<file path="config.mk">
export PLATFORM = sky130hd
export DESIGN_NAME = tpu_pe_pipe
export DESIGN_NICKNAME = d
export VERILOG_FILES = /design/src/rtl/tpu_pe_pipe.sv
export SDC_FILE = /design/constraint.sdc
export NUM_CORES = 1
export LEC_CHECK = 0
export ABC_CLOCK_PERIOD_IN_PS = 9900
export BUFFER_PORTS_ARGS = -buffer_cell sky130_fd_sc_hd__clkbuf_2
export CORE_MARGIN = 3
export CORE_UTILIZATION = 52
export CTS_CLUSTER_DIAMETER = 60
export DETAILED_ROUTE_END_ITERATION = 8
export HOLD_SLACK_MARGIN = 0.15
export PLACE_DENSITY = 0.72
export SLEW_MARGIN = 20
export SYNTH_ARGS = -nofsm -noshare
export SYNTH_HDL_FRONTEND = slang
export SYNTH_SLANG_ARGS = --single-unit
</file>
<file path="constraint.sdc">
create_clock -name clk -period 9.9 [get_ports clk]
set_input_delay 0.495 -clock clk [delete_from_list [all_inputs] [get_ports clk]]
set_output_delay 0.495 -clock clk [all_outputs]
set_load 0.01 [all_outputs]
</file>
<file path="src/rtl/tpu_pe_pipe.sv">
// Pipelined systolic MAC processing element: forwards A/B east/south, multiplies in
// stage 1 and accumulates (signed/unsigned, saturating or wrapping) in stage 2.
module tpu_pe_pipe #(
  parameter int unsigned BITS_AB  = 8,
  parameter int unsigned BITS_C   = 16,
  parameter bit          SATURATE = 1'b1
) (
  input  logic                clk,
  input  logic                rst_n,
  input  logic                en,
  input  logic [BITS_AB-1:0]  Ain,
  input  logic [BITS_AB-1:0]  Bin,
  input  logic                vin,
  input  logic                clr_in,
  input  logic                sgn_in,
  input  logic                WrEn,
  input  logic [BITS_C-1:0]   Cin,
  output logic [BITS_AB-1:0]  Aout,
  output logic [BITS_AB-1:0]  Bout,
  output logic                vout,
  output logic                clr_out,
  output logic                sgn_out,
  output logic [BITS_C-1:0]   Cout,
  output logic                ovf
);

  localparam int unsigned PW = 2 * BITS_AB + 1;
  localparam int unsigned SW = BITS_C + 2;

  localparam logic signed [SW-1:0] MAX_S = {3'b000, {(BITS_C-1){1'b1}}};
  localparam logic signed [SW-1:0] MIN_S = {3'b111, {(BITS_C-1){1'b0}}};
  localparam logic signed [SW-1:0] MAX_U = {2'b00, {BITS_C{1'b1}}};

  logic [BITS_AB-1:0] a_q, b_q;
  logic               v_q, clr_q, sgn_q;
  logic               p_v_q, p_clr_q, p_sgn_q;
  logic [PW-1:0]      p_prod_q;
  logic [BITS_C-1:0]  c_q, c_d;
  logic               ovf_q, ovf_d;

  logic signed [PW-1:0] a_ext, b_ext, prod_c;
  logic signed [SW-1:0] base_x, prod_x, sum_c;
  logic                 too_hi, too_lo;

  // Stage-1 operand extension and product; PW bits hold any signed or unsigned product.
  always_comb begin
    a_ext  = sgn_in ? {{(PW-BITS_AB){Ain[BITS_AB-1]}}, Ain} : {{(PW-BITS_AB){1'b0}}, Ain};
    b_ext  = sgn_in ? {{(PW-BITS_AB){Bin[BITS_AB-1]}}, Bin} : {{(PW-BITS_AB){1'b0}}, Bin};
    prod_c = a_ext * b_ext;
  end

  // Unsigned products never set the top product bit, so sign extension suits both modes.
  always_comb begin
    base_x = '0;
    if (!p_clr_q) begin
      base_x = p_sgn_q ? {{2{c_q[BITS_C-1]}}, c_q} : {2'b00, c_q};
    end
    prod_x = {{(SW-PW){p_prod_q[PW-1]}}, p_prod_q};
    sum_c  = base_x + prod_x;
    too_hi = p_sgn_q ? (sum_c > MAX_S) : (sum_c > MAX_U);
    too_lo = p_sgn_q && (sum_c < MIN_S);
  end

  // Stage-2 accumulate; a load from Cin overrides any accumulate in the same cycle.
  always_comb begin
    c_d   = c_q;
    ovf_d = ovf_q;
    if (en && p_v_q) begin
      c_d   = sum_c[BITS_C-1:0];
      ovf_d = p_clr_q ? 1'b0 : ovf_q;
      if (too_hi || too_lo) begin
        ovf_d = 1'b1;
        if (SATURATE) begin
          if (too_hi) begin
            c_d = p_sgn_q ? {1'b0, {(BITS_C-1){1'b1}}} : {BITS_C{1'b1}};
          end else begin
            c_d = {1'b1, {(BITS_C-1){1'b0}}};
          end
        end
      end
    end
    if (WrEn) begin
      c_d   = Cin;
      ovf_d = 1'b0;
    end
  end

  always_ff @(posedge clk or negedge rst_n) begin
    if (!rst_n) begin
      a_q      <= '0;
      b_q      <= '0;
      v_q      <= 1'b0;
      clr_q    <= 1'b0;
      sgn_q    <= 1'b0;
      p_v_q    <= 1'b0;
      p_clr_q  <= 1'b0;
      p_sgn_q  <= 1'b0;
      p_prod_q <= '0;
      c_q      <= '0;
      ovf_q    <= 1'b0;
    end else begin
      if (en) begin
        a_q      <= Ain;
        b_q      <= Bin;
        v_q      <= vin;
        clr_q    <= clr_in;
        sgn_q    <= sgn_in;
        p_v_q    <= vin;
        p_clr_q  <= clr_in;
        p_sgn_q  <= sgn_in;
        p_prod_q <= prod_c;
      end
      c_q   <= c_d;
      ovf_q <= ovf_d;
    end
  end

  assign Aout    = a_q;
  assign Bout    = b_q;
  assign vout    = v_q;
  assign clr_out = clr_q;
  assign sgn_out = sgn_q;
  assign Cout    = c_q;
  assign ovf     = ovf_q;

endmodule

</file>
## Word level (Yosys, flattened, before mapping)

Cells that the tools add are included.
Widths: inputs -> output; s select.

| word-level totals | value |
|---|---|
| output and inout port bits | 36 |
| memory bits (writable) | 0 |
| ROM bits | 0 |
| bits in registers | 53 |
| latch bits | 0 |
| memories | 0 |
| word-level logic and storage cells | 33 |
| bits of input ports | 39 |

| cells by class | value |
|---|---|
| multiplexer cells | 14 |
| multipliers | 1 |
| reductions and logical operators | 6 |
| equal/unequal tests | 0 |
| divide/modulo/power cells | 0 |
| order comparisons | 3 |
| bitwise operators | 0 |
| shift-type cells | 0 |
| add/subtract/negate cells | 1 |

Operators by type and width:

| operator | number |
|---|---|
| $mux 16 | 5 |
| $mux 18 | 2 |
| $mux 17 | 2 |
| $add 18x17->18 | 1 |
| $gt 18x16->1 const B | 1 |
| $gt 18x17->1 const B | 1 |
| $lt 18x16->1 const B | 1 |
| $mul 17x17->17 | 1 |
| $mux 1 | 5 |
| $reduce_bool 3->1 | 1 |
| $logic_and 1x1->1 | 2 |
| $reduce_and 2->1 | 1 |
| $reduce_bool 2->1 | 1 |
| $logic_or 1x1->1 | 1 |

## Longest topological paths before layout

Gate-level depths: netlist of the first run.

| depth | value |
|---|---|
| depth after elaboration | 9 |
| gate-level depth with buffers | 22 |
| depth with buffers taken out | 21 |

## Least setup slack after synthesis of the first run

Ideal clock, no wire load.

| path | value |
|---|---|
| path type | input-to-reg |
| start | input sgn_in |
| end | register p_prod_q[16] |
| setup time | 82 ps |
| arrival time | 5358 ps |
| slack | 4460 ps |
| stages | 20 |
| required time | 9818 ps |
| cell sequence | clkbuf_1 > nand3_1 > inv_1 > fa_1 > inv_1 > fa_1 > inv_1 > fa_1 > fa_1 > fa_1 > inv_1 > fa_1 > inv_1 > ha_1 > nand3_1 > nand2_1 > a41oi_1 > a21oi_1 > or3_1 > a31oi_1 |

| on the way | value |
|---|---|
| cells in the longest elaborated chain, start to end | 2 |
| elaborated cells on any way between the ends | 3 |
| those cells by class | mul: 1; mux: 2 |

Ends and longest elaborated chain:

| element | RTL line | RTL |
|---|---|---|
| start, declared | 15 | `input logic sgn_in,` |
| $mux 17 (on tied branches) | 47, 48 |  |
| $mul 17x17->17 (*) | 49 | `prod_c = a_ext * b_ext;` |
| end signal, assigned | 111 | `p_prod_q <= prod_c;` |
| end, declared | 37 | `logic [PW-1:0] p_prod_q;` |

Every way passes the cells marked *; elsewhere a longest branch is shown, timed or not.
A chain may end at the register's enable or synchronous reset.

## Final worst setup path of the first run

| path | value |
|---|---|
| start | input Ain[7] |
| end | register p_prod_q[15] |

| on the way | value |
|---|---|
| cells in the longest elaborated chain, start to end | 2 |

Ends and longest elaborated chain:

| element | RTL line | RTL |
|---|---|---|
| start, declared | 11 | `input logic [BITS_AB-1:0] Ain,` |
| $mux 17 | 47 | `a_ext = sgn_in ? {{(PW-BITS_AB){Ain[BITS_AB-1]}}, Ain} : {{(PW-BITS_AB){1'b0}}, Ain};` |
| $mul 17x17->17 | 49 |  |

No other way between the ends.

==> run_results.csv, run 1 <==
group,metric,value,unit
floorplan,fp.dieW,124,um
cells_and_area,instances_no_fill,1001,
cells_and_area,area_delta_synth_final,8.91,%
power,power.share.clock,0.109,
synth,avgSynthCellArea,9.40,um^2
power,p_seq_frac,0.167,
synth,synth_top_area_cell,"fa_1",
sta,final-hold-violation-count,0,
routing,wl_met3,483,um
critical_path,cp-end-kind,"flip-flop",
floorplan,start_util,0.539,
cells_and_area,n_antenna_cell,0,
sta,fmax,179,MHz
cells_and_area,fillers,1215,
power,power.leakage,0.00401,uW
floorplan,core.rowCount,42,
floorplan,fp.dieH,124,um
routing,num_vias,5400,
critical_path,crit_fanout,17,
clock_tree,ctsResizeCount,0,
synth,synth_edf_count,0,
floorplan,die_area,15400,um^2
power,ir_worst_vdd,0.182,mV
power,finalPower,1910,uW
clock_tree,cts_root_buf,"clkbuf_16",
run_status,outcome,"finished, final reports clean",
critical_path,start_kind,"input port",
sta,maxSlewHeadroom,0.341,
synth,ys_top_cells_by_count,"inv_1 (141), fa_1 (84), ha_1 (76)",
synth,syn_area,7250,um^2
sta,maxSlewViolCount,0,
floorplan,core_area,13500,um^2
clock_tree,cts_tree,"done",
sta,setup_violations,0,
cells_and_area,layout-drive-gt1-share,0.166,
power,swShare,0.464,
critical_path,crit_type,"in2reg",
synth,ys_seq_elements,53,
synth,synth-main-ff-cell,"dfrtp_1",
place,io_buffers,74,
routing,viasPerCell,5.39,
grt,grt_pass1_wl,27.1,mm
synth,ys_seq_area_frac,0.183,
clock_tree,cts.sinks,53,
sta,fin_crit,5.57,ns
flow_run,maxCapViolCount,0,
routing,met2_length,8.18,mm
routing,drcViolationCount,0,
grt,first_global_vias,5784,
routing,drt_iter0_markers,330,
power,pwr_density_cell,242,nW/um^2
grt,gr-total-overflow,0,
clock_tree,cts.clk_slew.worst_paths,0.08,ns
synth,ys_types,60,
min_path,worstHoldPathType,"in2async",
synth,synthCells,771,
clock_tree,cts_hold_buf,0,
routing,totalWireLength,15.7,mm
synth,synth.net_count,970,
power,power_switching,888,uW
cells_and_area,finalNetCount,1023,
grt,antenna_found_initial,0,
synth,synth_warnings,0,
synth,synth_most_common_cell,"inv_1",
clock_tree,cts_buffers,5,
clock_tree,clock_latency,0.30,ns
clock_tree,post_cts_buffers,0,
clock_tree,cts.path.max_buffers,2,
sta,period_share,0.563,
routing,ant_nets,0,
grt,grt_max_degree,54,
synth,synth_top_area_share,0.232,
synth,synthArstFlopShare,1.00,
sta,skew,0.0120,ns
place,routabilityCongestion,0.920,
clock_tree,cts_max_level,2,
place,dp_cells,993,
sta,tightest_slew,0.989,ns
power,internal-power,1030,uW
routing,wl_met1,6.85,mm
power,combPwrFrac,0.724,
sta,rsz0062_at_grt,"no",
routing,dr.pass1.iters,4,
critical_path,worst_ep_arrival_time,5.71,ns
floorplan,ios,75,
sta,setup_tns,0,ns
routing,wire_per_inst,15.6,um
critical_path,critical_path_required,10.04,ns
place,hpwlAfterDp,12.8,mm
synth,synthTopCellsByArea,"fa_1 (23%), dfrtp_1 (18%), ha_1 (13%)",
routing,top_layer,"met4",
grt,grtUsageTotal,0.221,
cell usage in the layout, fill, tap and decap left out, types with 7 or more instances in the layout:
cell type	count
inv_1	141
xnor2_1	31
fa_1	84
a21oi_1	38
ha_1	76
o21ai_0	14
mux2_2	29
and2_1	48
nor2b_1	19
nor2_1	39
dfrtp_1	53
nand2_1	53
xor2_1	11
and3_1	11
a21o_1	10
clkbuf_2	74
nand3_1	7
final cells by class:
| class | instances | area (um^2) | area share |
|---|---|---|---|
| inverter | 141 | 529 | 0.0670 |
| timing repair buffer | 75 | 378 | 0.0479 |
| sequential | 53 | 1330 | 0.168 |
| multi-input combinational | 548 | 5270 | 0.668 |
| clock buffer | 6 | 129 | 0.0163 |
| tap | 176 | 220 | 0.0279 |
| clock inverter | 2 | 38.8 | 0.00491 |
metal layers:
metal  track usage  vias to the layer above
li1              -                     2594
met1         0.292                     2708
met2         0.399                       84
met3        0.0223                       14
met4        0.0390                        0
met5             0                        -
registers in the layout (all words and copies together) (netlist names):
signal and count:
Aout 8, Bout 8, Cout 16, ovf 1, p_clr_q 1, p_prod_q 17, p_sgn_q 1, p_v_q 1
stage by stage:
stage / util / area, um^2 / worst slack [ns] / hold slack (ns)
3_5_place_dp: 0.574 / 7730 / 4.02 / 0.497
6_report: 0.587 / 7890 / 4.33 / 0.323
2_1_floorplan: - / 7250 / 4.46 / 0.199
3_3_place_gp: 0.574 / 7730 / 4.15 / 0.489
4_1_cts: 0.587 / 7890 / 4.32 / 0.361
5_1_grt: 0.587 / 7890 / 3.98 / 0.386
power groups by stage:
stage,registers (uW),logic (uW),clock network [uW]
floorplan,324,1110,0
global placement,323,1350,0
detailed placement,325,1380,0
CTS,320,1400,213
global route,327,1600,221
finish,319,1390,209
critical path, cell delays in order:
cell	delay, ns
clkbuf_2	0.26
nand3_1	0.24
inv_1	0.12
fa_1	0.46
inv_1	0.25
fa_1	0.50
fa_1	0.54
fa_1	0.44
fa_1	0.51
fa_1	0.55
inv_1	0.04
ha_1	0.35
nand3_1	0.09
o31ai_1	0.28
o21ai_0	0.17
a21oi_1	0.20
xnor2_1	0.13
a21oi_1	0.08
logic make-up (layout without fill, tap and decap cells):
kind of cell	count (synthesis)	in the layout	share of synthesized area
fa+ha+maj	160	160	0.363
buf+inv	170	224	0.0896
mux	29	29	0.0451
compound gates	121	121	0.129
xor+xnor	42	42	0.0508
flops	53	53	0.183
simple gates	196	196	0.139
final timing paths:
path	cells after the start	slack [ns]	from	to
min in group clk	3	0.41	Cin[14]	Cout[14]
max reg2reg	11	5.78	p_clr_q	ovf
min	2	0.32	rst_n	Cout[4]
max	18	4.33	Ain[7]	p_prod_q[15]
max in group asynchronous	2	9.10	rst_n	Bout[2]
min reg2reg	1	0.51	Aout[0]	Aout[0]
(Power assumes the default switching activity.)
==> run 2: changes to the inputs <==
ABC_AREA = 1   (was unset)
ABC_CLOCK_PERIOD_IN_PS = 5700   (was 9900)
clock period = 5.7 ns   (was 9.9 ns; I/O delays follow)
==> run_results.csv, run 2 <==
group,metric,value,unit
routing,drcViolationCount,0,
routing,num_vias,6254,
grt,grt_max_degree,56,
min_path,worstHoldPathType,"in2reg",
critical_path,critical_path_required,5.90,ns
clock_tree,clock_latency,0.30,ns
cells_and_area,layout_common_cells,"inv_1 (258), nand2_1 (252), fa_1 (84)",
sta,fmax,186,MHz
clock_tree,cts_root_buf,"clkbuf_16",
sta,maxSlewViolCount,0,
sta,setup_violations,0,
cells_and_area,n_antenna_cell,0,
sta,rsz0062_at_grt,"no",
flow_run,maxCapViolCount,0,
floorplan,die_area,16000,um^2
critical_path,worst_ep_arrival_time,5.56,ns
synth,synth_most_common_cell,"inv_1",
critical_path,cp-end-kind,"flip-flop",
synth,synth_warnings,0,
sta,maxSlewHeadroom,0.428,
synth,synth_edf_count,0,
clock_tree,cts_max_level,2,
cells_and_area,finalNetCount,1276,
grt,gr-total-overflow,0,
cells_and_area,final_util,0.583,
floorplan,start_util,0.536,
sta,hold_ws,0.185,ns
floorplan,fp.dieH,126,um
power,ir_worst_vdd,0.219,mV
routing,wire_per_inst,13.9,um
power,finalPower,3610,uW
synth,synth.net_count,1216,
clock_tree,cts_tree,"done",
synth,synth_top_area_share,0.223,
cells_and_area,largest_register_ffs,17,
cells_and_area,area_delta_synth_final,8.83,%
sta,skew,0.00697,ns
cells_and_area,regMostFlops,"p_prod_q",
clock_tree,cts.path.max_buffers,2,
synth,synth_top_area_cell,"fa_1",
clock_tree,cts.sinks,53,
critical_path,crit_fanout,4,
sta,tightest_slew,0.856,ns
synth,synthCells,1017,
clock_tree,cts_buffers,5,
place,routabilityCongestion,0.910,
floorplan,fp.dieW,126,um
synth,synthTopCellsByArea,"fa_1 (22%), dfrtp_1 (18%), inv_1 (13%)",
critical_path,crit_type,"in2reg",
routing,drt_iter0_markers,341,
synth,syn_area,7530,um^2
place,io_buffers,74,
sta,period_share,0.941,
cells_and_area,layout-drive-gt1-share,0.107,
synth,synth-main-ff-cell,"dfrtp_1",
grt,grtUsageTotal,0.229,
routing,viasPerCell,4.97,
routing,ant_nets,0,
synth,ys_top_cells_by_count,"inv_1 (258), nand2_1 (252), fa_1 (84)",
grt,antenna_found_initial,0,
grt,grt_pass1_wl,29.9,mm
place,dp_slack,0.0636,ns
run_status,outcome,"finished, final reports clean",
place,hpwlAfterDp,14.6,mm
sta,fin_ws,0.335,ns
power,pwr_density_cell,441,nW/um^2
floorplan,ios,75,
sta,final-hold-violation-count,0,
synth,ys_types,37,
synth,avgSynthCellArea,7.40,um^2
cells_and_area,final_common_cell,"inv_1",
sta,setup_tns,0,ns
power,power.leakage,0.00489,uW
routing,totalWireLength,17.5,mm
grt,first_global_vias,6277,
critical_path,start_kind,"input port",
sta,fin_crit,5.37,ns
floorplan,core_area,14000,um^2
floorplan,core.rowCount,43,
clock_tree,ctsResizeCount,0,
synth,synthArstFlopShare,1.00,
routing,dr.pass1.iters,5,
clock_tree,cts.clk_slew.worst_paths,0.08,ns
synth,ys_seq_elements,53,
synth,ys_seq_area_frac,0.176,
run 2: repair_timing:
item | 4_1_cts | 5_1_grt
hold endpoints to repair | 48 | 0
buffers inserted | 0 | 0
hold buffers | 1 | 0
run 2: final cells by class:
cell class | count | area, um^2
Multi-Input combinational cell | 671 | 5050
Fill cell | 1324 | 5850
Timing Repair Buffer | 84 | 448
Clock buffer | 6 | 139
Inverter | 262 | 983
Sequential cell | 53 | 1330
Tap cell | 180 | 225
Clock inverter | 2 | 17.5
run 2: final timing paths:
path | startpoint | endpoint | slack (ns) | cells past startpoint
min in group asynchronous | rst_n | Bout[5] | 0.64 | 3
worst min register to register | Bout[2] | Bout[2] | 0.48 | 2
worst max register to register | p_clr_q | Cout[11] | 2.31 | 15
worst min-delay path | clr_in | p_clr_q | 0.19 | 3
worst max-delay path | sgn_in | p_prod_q[16] | 0.33 | 23
max in group asynchronous | rst_n | ovf | 4.59 | 3
run 2: worst max-delay path: stages:
cell and delay, ns:
clkbuf_2 0.15, nand2_1 0.11, inv_1 0.07, nand2_1 0.14, inv_1 0.08, fa_1 0.51
inv_1 0.14, fa_1 0.56, inv_1 0.05, fa_1 0.53, fa_1 0.44, fa_1 0.54
inv_1 0.05, fa_1 0.52, inv_1 0.04, ha_1 0.34, nand2_1 0.07, o21ai_0 0.30
a21o_1 0.17, a21oi_1 0.07, or2_1 0.22, nand3_1 0.07, nand2_1 0.07
run 2: layer usage:
metal	GRT usage	vias up	wire, um
met4	0.0782	0	427
met3	0.0156	27	775
li1	-	3157	-
met1	0.312	2912	7960
met2	0.392	158	8350
met5	0	-	0
run 2: power breakdown:
| part | internal, uW | switching, uW |
|---|---|---|
| registers | 502 | 75.9 |
| logic | 1050 | 1640 |
| clock network | 178 | 156 |
run 2: stage by stage:
stage          instances  area, um^2
6_report            1258        8190
5_1_grt             1258        8190
4_1_cts             1258        8190
3_5_place_dp        1249        8020
3_3_place_gp        1249        8020
2_1_floorplan       1017        7530
run 2: kinds of logic (layout without fill, tap and decap cells):
| logic type | after synthesis | count (layout) | share of synthesized area |
|---|---|---|---|
| simple gates | 369 | 369 | 0.201 |
| buf+inv | 293 | 354 | 0.153 |
| fa+ha+maj | 160 | 160 | 0.350 |
| compound gates | 110 | 110 | 0.0830 |
| flops | 53 | 53 | 0.176 |
| xor+xnor | 32 | 32 | 0.0372 |
==> run 3: changes to the inputs <==
CAP_MARGIN = 20   (was unset)
CORE_ASPECT_RATIO = 1.1   (was unset)
==> run_results.csv, run 3 (same netlist as run 2, synthesis figures left out) <==
group,metric,value,unit
floorplan,start_util,0.539,
power,power.leakage,0.00487,uW
floorplan,core.rowCount,45,
cells_and_area,layout_common_cells,"inv_1 (258), nand2_1 (252), fa_1 (84)",
routing,dr.pass1.iters,5,
clock_tree,cts.clk_slew.worst_paths,0.08,ns
routing,ant_nets,0,
critical_path,worst_ep_arrival_time,5.53,ns
place,dp_slack,-0.0112,ns
grt,gr-total-overflow,0,
sta,rsz0062_at_grt,"no",
run_status,outcome,"finished, final reports clean",
critical_path,r2r-end,"Cout[2]",
place,hpwlAfterDp,14.5,mm
sta,setup_violations,0,
clock_tree,cts_max_level,2,
critical_path,critPathBufInv,7,
grt,first_global_vias,6346,
cells_and_area,final_common_cell,"inv_1",
critical_path,cp-end-kind,"flip-flop",
power,finalPower,3620,uW
floorplan,ios,75,
critical_path,start_kind,"input port",
floorplan,fp.dieW,121,um
routing,num_vias,6217,
cells_and_area,area_delta_synth_final,8.78,%
place,routabilityCongestion,0.954,
routing,drcViolationCount,0,
cells_and_area,finalNetCount,1272,
cells_and_area,ff_latch_area,1330,um^2
grt,grt_pass1_wl,30.4,mm
power,ir_worst_vdd,0.181,mV
grt,grt_max_degree,56,
cells_and_area,stdcell_area,8190,um^2
critical_path,critPathTopFamily,"adder cells",
critical_path,r2r_slack,2.26,ns
critical_path,cpPeakStageDelay,0.55,ns
floorplan,core_area,14000,um^2
critical_path,crit_fanout,5,
critical_path,slowest_stage,"fa_1",
min_path,whs_path_depth,3,
sta,fin_crit,5.33,ns
sta,maxSlewViolCount,0,
place,place_area,8000,um^2
critical_path,critical_path_required,5.91,ns
routing,wire_per_inst,14.0,um
critical_path,r2r_cells,17,
floorplan,die_area,16000,um^2
routing,totalWireLength,17.7,mm
cells_and_area,n_antenna_cell,0,
min_path,hold_end,"p_clr_q",
grt,antenna_found_initial,0,
sta,hold_ws,0.188,ns
critical_path,r2r_start,"p_clr_q",
power,pwr_density_cell,443,nW/um^2
clock_tree,cts_tree,"done",
sta,fin_ws,0.372,ns
cells_and_area,multi_input_area,5050,um^2
sta,period_share,0.935,
cells_and_area,regMostFlops,"p_prod_q",
flow_run,maxCapViolCount,0,
cells_and_area,final_util,0.586,
sta,tightest_slew,0.920,ns
floorplan,fp.dieH,132,um
clock_tree,cts_buffers,5,
clock_tree,cts.sinks,53,
critical_path,crit_chain,"clkbuf_2 > nand2_1 > inv_1 > nand2_1 > inv_1 > fa_1 > inv_1 > fa_1 > inv_1 > fa_1 > fa_1 > fa_1 > inv_1 > fa_1 > inv_1 > ha_1 > nand2_1 > o21ai_0 > a21o_1 > a21oi_1 > or2_1 > nand3_1 > nand2_1",
clock_tree,clock_latency,0.31,ns
sta,fmax,188,MHz
min_path,worstHoldPathType,"in2reg",
routing,viasPerCell,4.93,
grt,grtUsageTotal,0.235,
cells_and_area,largest_register_ffs,17,
cells_and_area,layout-drive-gt1-share,0.102,
cells_and_area,fillers,1357,
sta,maxSlewHeadroom,0.386,
clock_tree,cts_root_buf,"clkbuf_16",
sta,final-hold-violation-count,0,
place,io_buffers,74,
min_path,hold_start,"clr_in",
clock_tree,post_cts_buffers,0,
routing,drt_iter0_markers,329,
critical_path,crit_type,"in2reg",
sta,skew,0.0144,ns
clock_tree,cts.path.max_buffers,2,
[run 3: changes by cell type in the layout (fill, tap and decap cells not counted), sizes merged]
cell / before / now
bufinv: 0 / 1
clkinv: 1 / 0
inv: 263 / 262
buf: 9 / 5
clkbuf: 80 / 81
[run 3: worst min-delay path, cell delays in order]
cell and delay, ns:
clkbuf_2 0.08, nand2_1 0.04, nand2_1 0.06
[run 3: what timing repair did]
action                    4_1_cts  5_1_grt
hold endpoints to repair       40        0
hold buffers                    1        0
gates resized for setup         0        0
[run 3: worst max-delay path by stage]
stage | endpoint | from | depth (start not counted)
CTS | p_prod_q[16] | sgn_in | 23
global placement | p_prod_q[16] | sgn_in | 23
detailed placement | p_prod_q[16] | sgn_in | 23
floorplan | p_prod_q[16] | Ain[7] | 23
global route | p_prod_q[16] | sgn_in | 23
finish | p_prod_q[16] | sgn_in | 23
[run 3: through the flow]
| step | instances | TNS, ns |
|---|---|---|
| final | 1262 | 0 |
| after CTS | 1262 | 0 |
| after detailed placement | 1253 | -0.0112 |
| after global routing | 1262 | 0 |
| after floorplan | 1017 | 0 |
| after global placement | 1253 | 0 |
[run 3: cell type report]
class / count / share of cell area
Sequential cell: 53 / 0.162
Clock inverter: 1 / 0.00367
Multi-Input combinational cell: 671 / 0.617
Inverter: 262 / 0.120
Tap cell: 188 / 0.0287
Clock buffer: 7 / 0.0174
Timing Repair Buffer: 80 / 0.0510
[run 3: metal layers]
layer  vias up  global-route usage  part of all wire
li1       3147                   -                 -
met1      2884               0.307              0.44
met2       155               0.409              0.50
met3        31              0.0270             0.043
met4         0              0.0718             0.024
met5         -                   0                 0
[run 3: power breakdown]
part	internal [uW]	total (uW)	switching [uW]
combinational	1040	2670	1630
sequential	502	576	74.5
clock	220	375	155
total	1770	3620	1860
